File: src/rtl/result_drain_serializer_pkg.sv
// Shared definitions for the results-SRAM drain serializer: default sizes and FSM encoding.
package result_drain_serializer_pkg;

    localparam int DEF_ADDRESSSIZE    = 10;
    localparam int DEF_MATRIX_SIZE    = 64;
    localparam int DEF_PARTIAL_SUM_BW = 24;
    localparam int DEF_LANE_IDX_BW    = 6;
    localparam int DEF_ROW_BW         = DEF_PARTIAL_SUM_BW * DEF_MATRIX_SIZE;

    typedef logic [2:0] state_t;

    localparam state_t S_IDLE   = 3'd0;
    localparam state_t S_ISSUE  = 3'd1;
    localparam state_t S_WAIT   = 3'd2;
    localparam state_t S_STREAM = 3'd3;
    localparam state_t S_FINISH = 3'd4;

endpackage

File: src/rtl/result_drain_serializer_lane_mux_row_buffer.sv
// Holds one full results row and selects a single lane of it for the narrow output port.
module lane_mux_row_buffer
    import result_drain_serializer_pkg::*;
#(
    parameter int MATRIX_SIZE    = DEF_MATRIX_SIZE,
    parameter int PARTIAL_SUM_BW = DEF_PARTIAL_SUM_BW,
    parameter int LANE_IDX_BW    = DEF_LANE_IDX_BW
) (
    input  logic                                  clk,
    input  logic                                  rstn,
    input  logic                                  load,
    input  logic [PARTIAL_SUM_BW*MATRIX_SIZE-1:0] row_data,
    input  logic [LANE_IDX_BW-1:0]                lane_sel,
    output logic [PARTIAL_SUM_BW-1:0]             lane_data
);

    localparam int ROW_BW = PARTIAL_SUM_BW * MATRIX_SIZE;

    logic [ROW_BW-1:0] row_q;

    always_ff @(posedge clk or negedge rstn) begin
        if (!rstn)
            row_q <= '0;
        else if (load)
            row_q <= row_data;
    end

    // Lane 0 sits in the least significant bits of the row.
    assign lane_data = row_q[lane_sel*PARTIAL_SUM_BW +: PARTIAL_SUM_BW];

endmodule

File: src/rtl/result_drain_serializer.sv
// Drains consecutive results-SRAM rows and streams them one signed lane per beat over valid/ready.
module result_drain_serializer
    import result_drain_serializer_pkg::*;
#(
    parameter int ADDRESSSIZE    = DEF_ADDRESSSIZE,
    parameter int MATRIX_SIZE    = DEF_MATRIX_SIZE,
    parameter int PARTIAL_SUM_BW = DEF_PARTIAL_SUM_BW,
    parameter int LANE_IDX_BW    = DEF_LANE_IDX_BW
) (
    input  logic                                  clk,
    input  logic                                  rstn,
    input  logic                                  start,
    input  logic [ADDRESSSIZE-1:0]                base_addr,
    input  logic [ADDRESSSIZE:0]                  num_rows,
    output logic                                  sram_rd_en,
    output logic [ADDRESSSIZE-1:0]                sram_rd_addr,
    input  logic [PARTIAL_SUM_BW*MATRIX_SIZE-1:0] sram_rd_data,
    output logic                                  out_valid,
    input  logic                                  out_ready,
    output logic [PARTIAL_SUM_BW-1:0]             out_data,
    output logic [LANE_IDX_BW-1:0]                out_lane,
    output logic [ADDRESSSIZE-1:0]                out_row,
    output logic                                  out_last,
    output logic                                  busy,
    output logic                                  done
);

    state_t                 state;
    logic [ADDRESSSIZE-1:0] base_q;
    logic [ADDRESSSIZE:0]   rows_q;
    logic [ADDRESSSIZE:0]   row_cnt;
    logic [ADDRESSSIZE:0]   row_nxt;
    logic [LANE_IDX_BW-1:0] lane_cnt;
    logic [ADDRESSSIZE-1:0] cur_addr;
    logic                   last_lane;
    logic                   last_row;
    logic                   handshake;

    // row_cnt is one bit wider than the address so a full 2^ADDRESSSIZE drain can be counted;
    // the address itself wraps silently.
    assign row_nxt   = row_cnt + 1'b1;
    assign last_row  = (row_nxt == rows_q);
    assign last_lane = (lane_cnt == LANE_IDX_BW'(MATRIX_SIZE - 1));
    assign cur_addr  = base_q + row_cnt[ADDRESSSIZE-1:0];
    assign handshake = out_valid & out_ready;

    always_ff @(posedge clk or negedge rstn) begin
        if (!rstn) begin
            state    <= S_IDLE;
            base_q   <= '0;
            rows_q   <= '0;
            row_cnt  <= '0;
            lane_cnt <= '0;
        end else begin
            case (state)
                S_IDLE: begin
                    if (start) begin
                        base_q   <= base_addr;
                        rows_q   <= num_rows;
                        row_cnt  <= '0;
                        lane_cnt <= '0;
                        state    <= (num_rows == '0) ? S_FINISH : S_ISSUE;
                    end
                end
                S_ISSUE: state <= S_WAIT;
                S_WAIT: begin
                    lane_cnt <= '0;
                    state    <= S_STREAM;
                end
                S_STREAM: begin
                    if (handshake) begin
                        if (!last_lane) begin
                            lane_cnt <= lane_cnt + 1'b1;
                        end else if (!last_row) begin
                            row_cnt <= row_nxt;
                            state   <= S_ISSUE;
                        end else begin
                            state <= S_FINISH;
                        end
                    end
                end
                S_FINISH: state <= S_IDLE;
                default:  state <= S_IDLE;
            endcase
        end
    end

    // Read data arrives one cycle after the strobe, which is exactly the WAIT cycle.
    lane_mux_row_buffer #(
        .MATRIX_SIZE    (MATRIX_SIZE),
        .PARTIAL_SUM_BW (PARTIAL_SUM_BW),
        .LANE_IDX_BW    (LANE_IDX_BW)
    ) u_row_buf (
        .clk       (clk),
        .rstn      (rstn),
        .load      (state == S_WAIT),
        .row_data  (sram_rd_data),
        .lane_sel  (lane_cnt),
        .lane_data (out_data)
    );

    assign sram_rd_en   = (state == S_ISSUE);
    assign sram_rd_addr = cur_addr;
    assign out_valid    = (state == S_STREAM);
    assign out_lane     = lane_cnt;
    assign out_row      = cur_addr;
    assign out_last     = out_valid & last_lane & last_row;
    assign busy         = (state != S_IDLE);
    assign done         = (state == S_FINISH);

endmodule

File: config.mk
export PLATFORM = sky130hd
export DESIGN_NAME = result_drain_serializer
export DESIGN_NICKNAME = d
export VERILOG_FILES = /design/src/rtl/result_drain_serializer_pkg.sv /design/src/rtl/result_drain_serializer_lane_mux_row_buffer.sv /design/src/rtl/result_drain_serializer.sv
export SDC_FILE = /design/constraint.sdc
export NUM_CORES = 2
export LEC_CHECK = 0
export ABC_AREA = 1
export CAP_MARGIN = 5
export CORE_AREA = 2 2 630 632
export CTS_BUF_LIST = sky130_fd_sc_hd__clkbuf_2
export CTS_CLUSTER_DIAMETER = 80
export DETAILED_ROUTE_END_ITERATION = 16
export DIE_AREA = 0 0 632 634
export GPL_TIMING_DRIVEN = 0
export SLEW_MARGIN = 0
export SYNTH_ARGS = -nofsm -noshare
export SYNTH_HDL_FRONTEND = slang
export SYNTH_SLANG_ARGS = --single-unit
File: constraint.sdc
create_clock -name clk -period 2.4 [get_ports clk]
set_clock_uncertainty 0.05 [all_clocks]
set_input_delay 0.6 -clock clk [delete_from_list [all_inputs] [get_ports clk]]
set_output_delay 0.6 -clock clk [all_outputs]
set_load 0.01 [all_outputs]
==> results of run 1 <==
[through the flow]
step	instance area, um^2	hold slack (ns)
global placement	96100	0.406
floorplan	73300	0.254
detailed placement	97300	0.410
[cell usage after synthesis, types with 50 or more instances]
master       n
nand2_1   4924
dfrtp_1   1577
nor2_1     896
o21ai_0    757
clkbuf_1   424
o22ai_1    203
nand3_1    196
buf_2      169
o211ai_1   105
o221ai_1    87
nand4_1     52
a21oi_1     50
[logic make-up after synthesis]
kind of cell               count (synthesis)  share of synthesized area [%]
adders and majority gates                 12                          0.215
xor gates and xnor gates                  10                          0.120
AOI/OAI and AO/OA                       1227                           9.56
muxes                                     14                          0.215
and+or+nand+nor                         6097                           31.9
DFF                                     1577                           53.9
buffers and inverters                    723                           4.16
==> impl_metrics.tcl, run 1 <==
set metrics [dict create \
    synth_edf_count 0 \
    synth-seq-cells 1577 \
    dpl_worst_slack_ns -4.28 \
    root_buffer "clkbuf_2" \
    ys_types 38 \
    ys_top_cells_by_area "dfrtp_1, nand2_1, o21ai_0" \
    hpwl_mm 543 \
    yosysTopAreaCellShare_pct 53.9 \
    place_inst 16600 \
    yosysTopAreaCell "dfrtp_1" \
    holdBufCountCts 3483 \
    port_buffers 1615 \
    die_h_um 634 \
    synth_warnings 0 \
    synthesis.area_um2 73300 \
    die_w_um 632 \
    cts_resized 993 \
    start_util_pct 18.6 \
    rows 231 \
    h-tree-depth 5 \
    clock_path_buffers 4 \
    routabilityCongestion 0.998 \
    status "did not finish" \
    postCtsSetupBuffers 45 \
    lastStage "clock tree synthesis (4_1_cts)" \
    num_io_pins 1616 \
    syn_area_per_cell_um2 7.59 \
    synth_seq_area_share_pct 53.9 \
    syn_inst 9660 \
    numCtsBuffers 446 \
    synth_top_flop_cell "dfrtp_1" \
    cts.sinks 1577 \
    synthArstFlopShare_pct 100 \
    synth_nets 11200 \
    error "[ERROR RSZ-0060] Max buffer count reached." \
]
==> inputs of run 2 (changes only) <==
Settings changed: CORE_AREA 2 2 630 632 to 2 2 632 634, CTS_BUF_LIST sky130_fd_sc_hd__clkbuf_2 to not set, CTS_CLUSTER_DIAMETER 80 to not set, DIE_AREA 0 0 632 634 to 0 0 634 636, PLACE_DENSITY_LB_ADDON set to 0.15.
Clock period 2.4 ns to 3.12 ns, I/O delays scaled along.
==> run 2 against run 1 <==
  * The flow now finishes, with violations (capacitance limit, slew limit, setup timing)
  * Synthesized cell count did not move
  * Synthesized area is the same
==> impl_metrics.tcl, run 2 <==
set metrics [dict create \
    critPathTopFamily "compound AO/OA/AOI/OAI gates" \
    drcViolationCount 0 \
    yosysMostFrequentCell "nand2_1" \
    insertion_delay_ns 0.97 \
    power.density_nw_per_um2 1260 \
    drt_pass1_iterations 6 \
    worst_slack_ns -2.44 \
    drive_gt1_share_pct 10.7 \
    gr-total-overflow 0 \
    area_growth_pct 49.3 \
    start_util_pct 18.5 \
    cts.sinks 1577 \
    power_frac_comb_pct 54.3 \
    ir_drop_mv 0.553 \
    yosysTopAreaCellShare_pct 53.9 \
    final_util_pct 27.6 \
    cp_num_buf_inv 6 \
    numCtsBuffers 206 \
    worstPathMaxFanout 6 \
    top_register "u_row_buf.row_q" \
    final_hold_viol_count 0 \
    nFillCells 43700 \
    startpoint_type "register" \
    rsz0062_at_grt "yes" \
    p_leak_nw 51.6 \
    synth_seq_area_share_pct 53.9 \
    root_buffer "clkbuf_16" \
    grt_max_degree 156 \
    rows 232 \
    clock_path_buffers 4 \
    final_cell_mix "nand2_1, dfrtp_1, clkdlybuf4s50_1" \
    critPathKind "reg2out" \
    clk_pin_slew_worst_paths_ns 0.07 \
    grt_first_pass_wirelength_mm 857 \
    syn_area_per_cell_um2 7.59 \
    die_h_um 636 \
    dieArea_um2 403000 \
    arrival_ns 4.73 \
    cp-end-kind "output pin" \
    violations "capacitance limit, slew limit, setup timing" \
    synth_edf_count 0 \
    dpl_worst_slack_ns -4.40 \
    yosysTopAreaCell "dfrtp_1" \
    p_seq_share_pct 27.8 \
    status "complete, but fails checks" \
    slowest_stage "o211ai_1" \
    synth_top_flop_cell "dfrtp_1" \
    drt_wl_total_mm 693 \
    p_sw_mw 74.0 \
    grt_util_all_layers_pct 33.2 \
    synthesis.area_um2 73300 \
    num_io_pins 1616 \
    fin_nets 13200 \
    ys_top_cells_by_area "dfrtp_1, nand2_1, o21ai_0" \
    routabilityCongestion 0.934 \
    cts_tree "built" \
    synth-seq-cells 1577 \
    synth_warnings 0 \
    h-tree-depth 4 \
    fmax_ghz 0.180 \
    critPathMaxStageDelay_ns 1.20 \
    tightest_slew_ns 1.59 \
    finalCritPeriodShare_pct 178 \
    grt_pass1_vias 79100 \
    final_common_cell "nand2_1" \
    cp_cell_sequence "buf_12, inv_12, buf_12, buf_8, clkbuf_16, nor2_4, o211ai_1, nand3_4, nand4_1, nand2_4, a21oi_4, buf_6" \
    swShare_pct 53.5 \
    maxSlewViolCount 2 \
    vias 81900 \
    setup_viol 723 \
    holdCritPathClass "in2reg" \
    synth_nets 11200 \
    drt-wirelength-per-cell_um 40.2 \
    largest_reg_flops 1536 \
    cpMostUsedCell "buf_12" \
    hpwl_mm 559 \
    port_buffers 1615 \
    power_mw 138 \
    post_drt_via_cell_ratio 4.75 \
    antenna_found_initial 308 \
    period_needed_ns 5.56 \
    internal_power_mw 64.4 \
    setup_tns_ns -359.68 \
    synthTopCellsByCount "nand2_1, dfrtp_1, nor2_1, o21ai_0, clkbuf_1" \
    slew_headroom_pct -6.49 \
    ys_types 38 \
    core_area_um2 397000 \
    drtAntennaViolNets 0 \
    p_clk_share_pct 17.9 \
    synthArstFlopShare_pct 100 \
    syn_inst 9660 \
    die_w_um 634 \
    cap_violations 1 \
    required_ns 2.29 \
    largest_registers "u_row_buf.row_q (1536), row_cnt (11), rows_q (11)" \
    drt_iter0_markers 9722 \
]
[run 2: through the flow]
step | instance area [um^2] | hold slack [ns] | cells
5_1_grt | 109000 | 0.285 | 17200
4_1_cts | 107000 | 0.223 | 17000
2_1_floorplan | 73300 | 0.394 | 9660
3_3_place_gp | 96000 | 0.406 | 16500
3_5_place_dp | 97400 | 0.410 | 16600
6_report | 109000 | 0.271 | 17200
[run 2: cell type report]
cell class                 count  area, um^2  share of cell area (%)
timing repair buffer        1789       18700                    17.0
buffer                       667        4680                    4.27
multi-input combinational   7360       32700                    29.9
inverter                      51         238                   0.217
sequential                  1577       39500                    36.1
antenna                      168         420                   0.384
tap                         5265        6590                    6.02
clock buffer                 302        5990                    5.47
clock inverter                55         678                   0.620
[run 2: final timing paths]
kind / from / end / slack [ns] / cells past startpoint
min reg2reg: u_row_buf.row_q[1110]$_DFFE_PN0P_ / u_row_buf.row_q[1110]$_DFFE_PN0P_ / 0.42 / 2
max reg2reg: state[0]$_DFFE_PN0P_ / u_row_buf.row_q[882]$_DFFE_PN0P_ / 0 / 8
max: out_lane[0]$_DFFE_PN0P_ / out_data[22] / -2.44 / 12
min in group asynchronous: rstn / u_row_buf.row_q[936]$_DFFE_PN0P_ / 1.15 / 3
max in group asynchronous: rstn / u_row_buf.row_q[194]$_DFFE_PN0P_ / -0.84 / 6
min: sram_rd_data[27] / u_row_buf.row_q[27]$_DFFE_PN0P_ / 0.27 / 3
[run 2: cell families after synthesis]
family / after synthesis / synth area share [%]
adders and majority gates: 12 / 0.215
muxes: 14 / 0.215
xor gates and xnor gates: 10 / 0.120
DFF: 1577 / 53.9
buffers and inverters: 723 / 4.16
and+or+nand+nor: 6097 / 31.9
AOI/OAI and AO/OA: 1227 / 9.56
[run 2: power groups by stage]
stage	logic [mW]	clock network [mW]	registers, mW
after floorplan	28.1	0	34.6
after global placement	67.6	0	38.7
after detailed placement	69.1	0	38.1
after CTS	73.0	25.1	38.0
after global routing	77.6	25.7	39.2
final	75.1	24.8	38.5
[run 2: timing repair]
item | 4_1_cts | 5_1_grt
hold buffers | 2 | 1
endpoints found under the setup margin | 1722 | 1408
setup buffers | 48 | 67
gates cloned | 2 | 1
hold endpoints to repair | 91 | 208
pin swaps | 92 | 127
gates resized for setup | 814 | 429
[run 2: layer usage]
layer / global-route usage, % / wire length (um) / vias to the layer above
met4: 21.4 / 49200 / 56
met3: 5.33 / 45700 / 1151
met2: 53.6 / 322000 / 4278
li1: - / - / 35000
met1: 41.0 / 276000 / 41500
met5: 0 / 395 / -
[run 2: worst min-delay path, stage by stage]
cell	delay, ns
clkdlybuf4s50_1	0.40
nand2_1	0.06
nand2_1	0.04
(Power assumes the default switching activity.)
